**src/rtl/bcd_pkg.sv**
```systemverilog
// Shared constants and types for the BCD countdown counter.
// Imported by the digit slice and the counter top level.
package bcd_pkg;

  localparam int BCD_W = 4;
  localparam logic [BCD_W-1:0] BCD_MAX = 4'd9;

  typedef enum logic [1:0] {
    IDLE    = 2'd0,
    RUN     = 2'd1,
    EXPIRED = 2'd2
  } state_t;

  function automatic logic bcd_digit_ok(
    input logic [BCD_W-1:0] d
  );
    return d <= BCD_MAX;
  endfunction

endpackage

```
**src/rtl/bcd_down_digit.sv**
```systemverilog
// One BCD digit: parallel load, decrement with 0 -> 9 wrap.
// borrow_out flags a zero digit so the next digit up can borrow.
module bcd_down_digit
  import bcd_pkg::*;
(
  input  logic             clk,
  input  logic             reset,
  input  logic             load,
  input  logic [BCD_W-1:0] load_val,
  input  logic             dec,
  output logic [BCD_W-1:0] q,
  output logic             borrow_out
);

  always_ff @(posedge clk or posedge reset) begin
    if (reset) begin
      q <= '0;
    end else if (load) begin
      q <= load_val;
    end else if (dec) begin
      if (q == '0)
        q <= BCD_MAX;
      else
        q <= q - 4'd1;
    end
  end

  assign borrow_out = (q == '0);

endmodule

```
**src/rtl/bcd_down_counter.sv**
```systemverilog
// N-digit loadable BCD countdown counter with expiry pulse
// and optional periodic reload.
module bcd_down_counter
  import bcd_pkg::*;
#(
  parameter int N           = 3,
  parameter bit AUTO_RELOAD = 1'b0
) (
  input  logic             clk,
  input  logic             reset,
  input  logic             load,
  input  logic [4*N-1:0]   load_value,
  input  logic             enable,
  output logic [4*N-1:0]   Q,
  output logic             running,
  output logic             zero,
  output logic             done,
  output logic             load_err
);

  localparam logic [4*N-1:0] ONE = {{(4*N-1){1'b0}}, 1'b1};

  state_t           state;
  logic [4*N-1:0]   reload_q;
  logic [4*N-1:0]   digit_src;
  logic [N-1:0]     digit_ok;
  logic [N-1:0]     borrow;
  logic [N-1:0]     dec;
  logic             all_ok;
  logic             valid_load;
  logic             bad_load;
  logic             is_one;
  logic             expire;
  logic             reload;
  logic             digit_load;

  genvar i;
  generate
    for (i = 0; i < N; i++) begin : g_dig
      assign digit_ok[i] =
        bcd_digit_ok(load_value[4*i +: 4]);

      bcd_down_digit u_digit (
        .clk        (clk),
        .reset      (reset),
        .load       (digit_load),
        .load_val   (digit_src[4*i +: 4]),
        .dec        (dec[i]),
        .q          (Q[4*i +: 4]),
        .borrow_out (borrow[i])
      );

      if (i < N-1) begin : g_chain
        assign dec[i+1] = dec[i] & borrow[i];
      end
    end
  endgenerate

  assign all_ok     = &digit_ok;
  assign valid_load = load & all_ok;
  assign bad_load   = load & ~all_ok;

  assign running = (state == RUN);
  assign zero    = (Q == '0);
  assign is_one  = (Q == ONE);

  // A rejected load does not block the tick.
  assign expire = running & enable
                & is_one & ~valid_load;
  assign reload = expire & AUTO_RELOAD;

  assign digit_load = valid_load | reload;
  assign digit_src  = valid_load ? load_value
                                 : reload_q;

  assign dec[0] = running & enable
                & ~valid_load & ~reload;

  always_ff @(posedge clk or posedge reset) begin
    if (reset) begin
      state    <= IDLE;
      reload_q <= '0;
      done     <= 1'b0;
      load_err <= 1'b0;
    end else begin
      done     <= 1'b0;
      load_err <= bad_load;
      if (valid_load) begin
        reload_q <= load_value;
        if (load_value == '0)
          state <= IDLE;
        else
          state <= RUN;
      end else if (expire) begin
        done <= 1'b1;
        if (!AUTO_RELOAD)
          state <= EXPIRED;
      end
    end
  end

endmodule

```
**config.mk**
```make
export PLATFORM = sky130hd
export DESIGN_NAME = bcd_down_counter
export DESIGN_NICKNAME = d
export VERILOG_FILES = /design/src/rtl/bcd_pkg.sv /design/src/rtl/bcd_down_digit.sv /design/src/rtl/bcd_down_counter.sv
export SDC_FILE = /design/constraint.sdc
export NUM_CORES = 1
export LEC_CHECK = 0
export BUFFER_PORTS_ARGS = -buffer_cell sky130_fd_sc_hd__buf_2
export CAP_MARGIN = 0
export CORE_MARGIN = 1.5
export CORE_UTILIZATION = 49
export CTS_CLUSTER_DIAMETER = 60
export DETAILED_ROUTE_END_ITERATION = 10
export GPL_TIMING_DRIVEN = 0
export MAX_ROUTING_LAYER = met4
export PLACE_DENSITY = 0.76
export RECOVER_POWER = 100
export SYNTH_ARGS = -nofsm -noshare
export SYNTH_HDL_FRONTEND = slang
export SYNTH_HIERARCHICAL = 1
export SYNTH_SLANG_ARGS = --single-unit
```
**constraint.sdc**
```tcl
create_clock -name clk -period 1.52 [get_ports clk]
set_input_delay 0.076 -clock clk [delete_from_list [all_inputs] [get_ports clk]]
set_output_delay 0.076 -clock clk [all_outputs]
set_load 0.05 [all_outputs]
```
==> results.sh <==
export IMPL_wl_per_cell_um=17.48
export IMPL_syn_to_final_growth_pct=38.25
export IMPL_die_w_um=57.07
export IMPL_portBuffers=31
export IMPL_place_congestion=0.7524
export IMPL_power_mw=3.594
export IMPL_violations="negative setup slack"
export IMPL_design_area_sq_um=1981
export IMPL_coreArea_sq_um=2758
export IMPL_drive_gt1_frac=0.4807
export IMPL_rows=19
export IMPL_syn_inst=124
export IMPL_grt_overflow=0
export IMPL_vias=1234
export IMPL_fin_tns_setup_ns=-2.987
export IMPL_drt_wl_total_um=3706
export IMPL_outcome="finished, violations left"
export IMPL_place_ws_ns=-0.3586
export IMPL_dpl_hpwl_um=2328
export IMPL_finalHoldViolCount=0
export IMPL_h_tree_depth=1
export IMPL_cp_start_kind="flop"
export IMPL_start_util=0.5195
export IMPL_power_leakage_nw=0.8501
export IMPL_route_antenna_remaining_nets=0
export IMPL_hp_class="primary input to flop"
export IMPL_max_freq_mhz=535.0
export IMPL_drc_errors=0
export IMPL_io_pins=32
export IMPL_grt_max_degree=25
export IMPL_finClkSkew_ns=0.009465
export IMPL_numCtsBuffers=3
export IMPL_required_ns=1.44
export IMPL_cts_clk_slew_worst_paths_ns=0.15
export IMPL_max_cap_violations=0
export IMPL_dr_pass1_iters=4
export IMPL_place_area_sq_um=1694
export IMPL_fin_ws_ns=-0.3490
export IMPL_grt_usage=0.2291
export IMPL_finalCriticalPeriod_ns=1.869
export IMPL_netlist_area_sq_um=1433
export IMPL_n_antenna_cell=0
export IMPL_max_slew_margin=0.5783
export IMPL_cts_tree="done"
export IMPL_clock_sinks=28
export IMPL_grt_pass1_wl_um=5616
export IMPL_first_global_vias=1171
export IMPL_setup_worst_path_class="flop to output port"
export IMPL_ir_worst_vdd_mv=1.205
export IMPL_finalCritPeriodShare=1.230
export IMPL_die_area_sq_um=3257
export IMPL_end_kind="output port"
export IMPL_path_max_fanout=2
export IMPL_die_y_um=57.07
export IMPL_ys_warn_count=6
export IMPL_drv_slew=0
export IMPL_arrival_ns=1.79
export IMPL_ctsRootBufferMaster="clkbuf_4"
export IMPL_synth_area_per_cell_sq_um=11.55
export IMPL_first_iter_violations=31
export IMPL_fin_hold_ws_ns=0.01461
export IMPL_nNetsFinal=198
export IMPL_viasPerCell=5.821
export IMPL_clk_insertion_delay_late_ns=0.33
export IMPL_tightest_slew_ns=0.6319
export IMPL_setup_viol=16
export IMPL_syn_nets=140
export IMPL_p_per_area_nw_per_um2=1815
export IMPL_rsz0062_at_grt="true"
export IMPL_clock_path_buffers=2
export IMPL_antenna_found_initial=0
[registers in the layout (all words and copies together) (netlist names)]
signal,flops
done,1
reload_q,12
state,2
g_dig.u_digit/q,12
load_err,1
[layout by cell type, fill, tap and decap left out, drive strengths merged]
cell type / instances
buf: 45
dfrtp: 28
o21ai: 15
mux2: 12
clkbuf: 10
nand2: 9
nor2b: 7
nor4: 7
a21oi: 6
xnor2: 6
inv: 5
mux2i: 4
and3: 4
nor3b: 3
nand2b: 3
nor4b: 3
dlygate4sd3: 3
or4: 2
or3: 1
nand4b: 1
o41ai: 1
nand4: 1
clkinvlp: 1
and4: 1
a31oi: 1
and2: 1
o21a: 1
[per-layer routing]
layer / global-route usage / vias to the layer above / share of wire
met1: 0.2866 / 621 / 0.42
met5: - / - / 0
li1: - / 566 / -
met3: 0.02948 / 9 / 0.042
met4: 0.09302 / 0 / 0.022
met2: 0.3777 / 38 / 0.52
[what timing repair did]
action                     CTS  global route
setup endpoints to repair   11            15
pin swaps                    4             1
setup buffers               11             8
resized for setup            9            15
cloned                       0             0
hold endpoints to repair    30             0
hold buffers                 3             0
[final cells by class]
class,count,area [sq um]
inverter,6,26.28
clock buffer,4,26.28
sequential,28,716.9
fill,212,777.0
timing repair buffer,53,337.8
buffer,1,7.507
multi-input combinational,89,827.0
tap,31,38.79
[worst max-delay path: stages, from the launching register on]
cell and delay, ns:
dfrtp_2 0.43, or4_4 0.57, nor4_4 0.28, buf_6 0.19
[path summary, 6_finish.rpt]
kind                                       start               endpoint  slack, ns  depth (start not counted)
setup / recovery           g_dig[2].u_digit/q[0]                   zero      -0.35                          3
hold / removal                     load_value[3]            reload_q[3]       0.01                          2
setup reg to reg           g_dig[0].u_digit/q[0]  g_dig[2].u_digit/q[3]      -0.34                          6
hold reg to reg                      reload_q[4]            reload_q[4]       0.51                          1
max in group asynchronous                  reset           reload_q[10]       0.71                          3
min in group asynchronous                  reset  g_dig[2].u_digit/q[0]       0.21                          3
[metrics by stage]
stage	utilization	instances
finish	0.7182	212
global route	0.7182	212
CTS	0.6801	204
detailed placement	0.6143	186
global placement	0.6143	186
floorplan	-	124
[power by group]
part	internal, mW	leakage, nW	switching (mW)	total, mW
Clock	0.103	0.0150	0.217	0.320
Sequential	1.00	0.325	0.299	1.30
Combinational	0.782	0.510	1.19	1.97
Note: power is estimated with default switching activity, not from simulation.
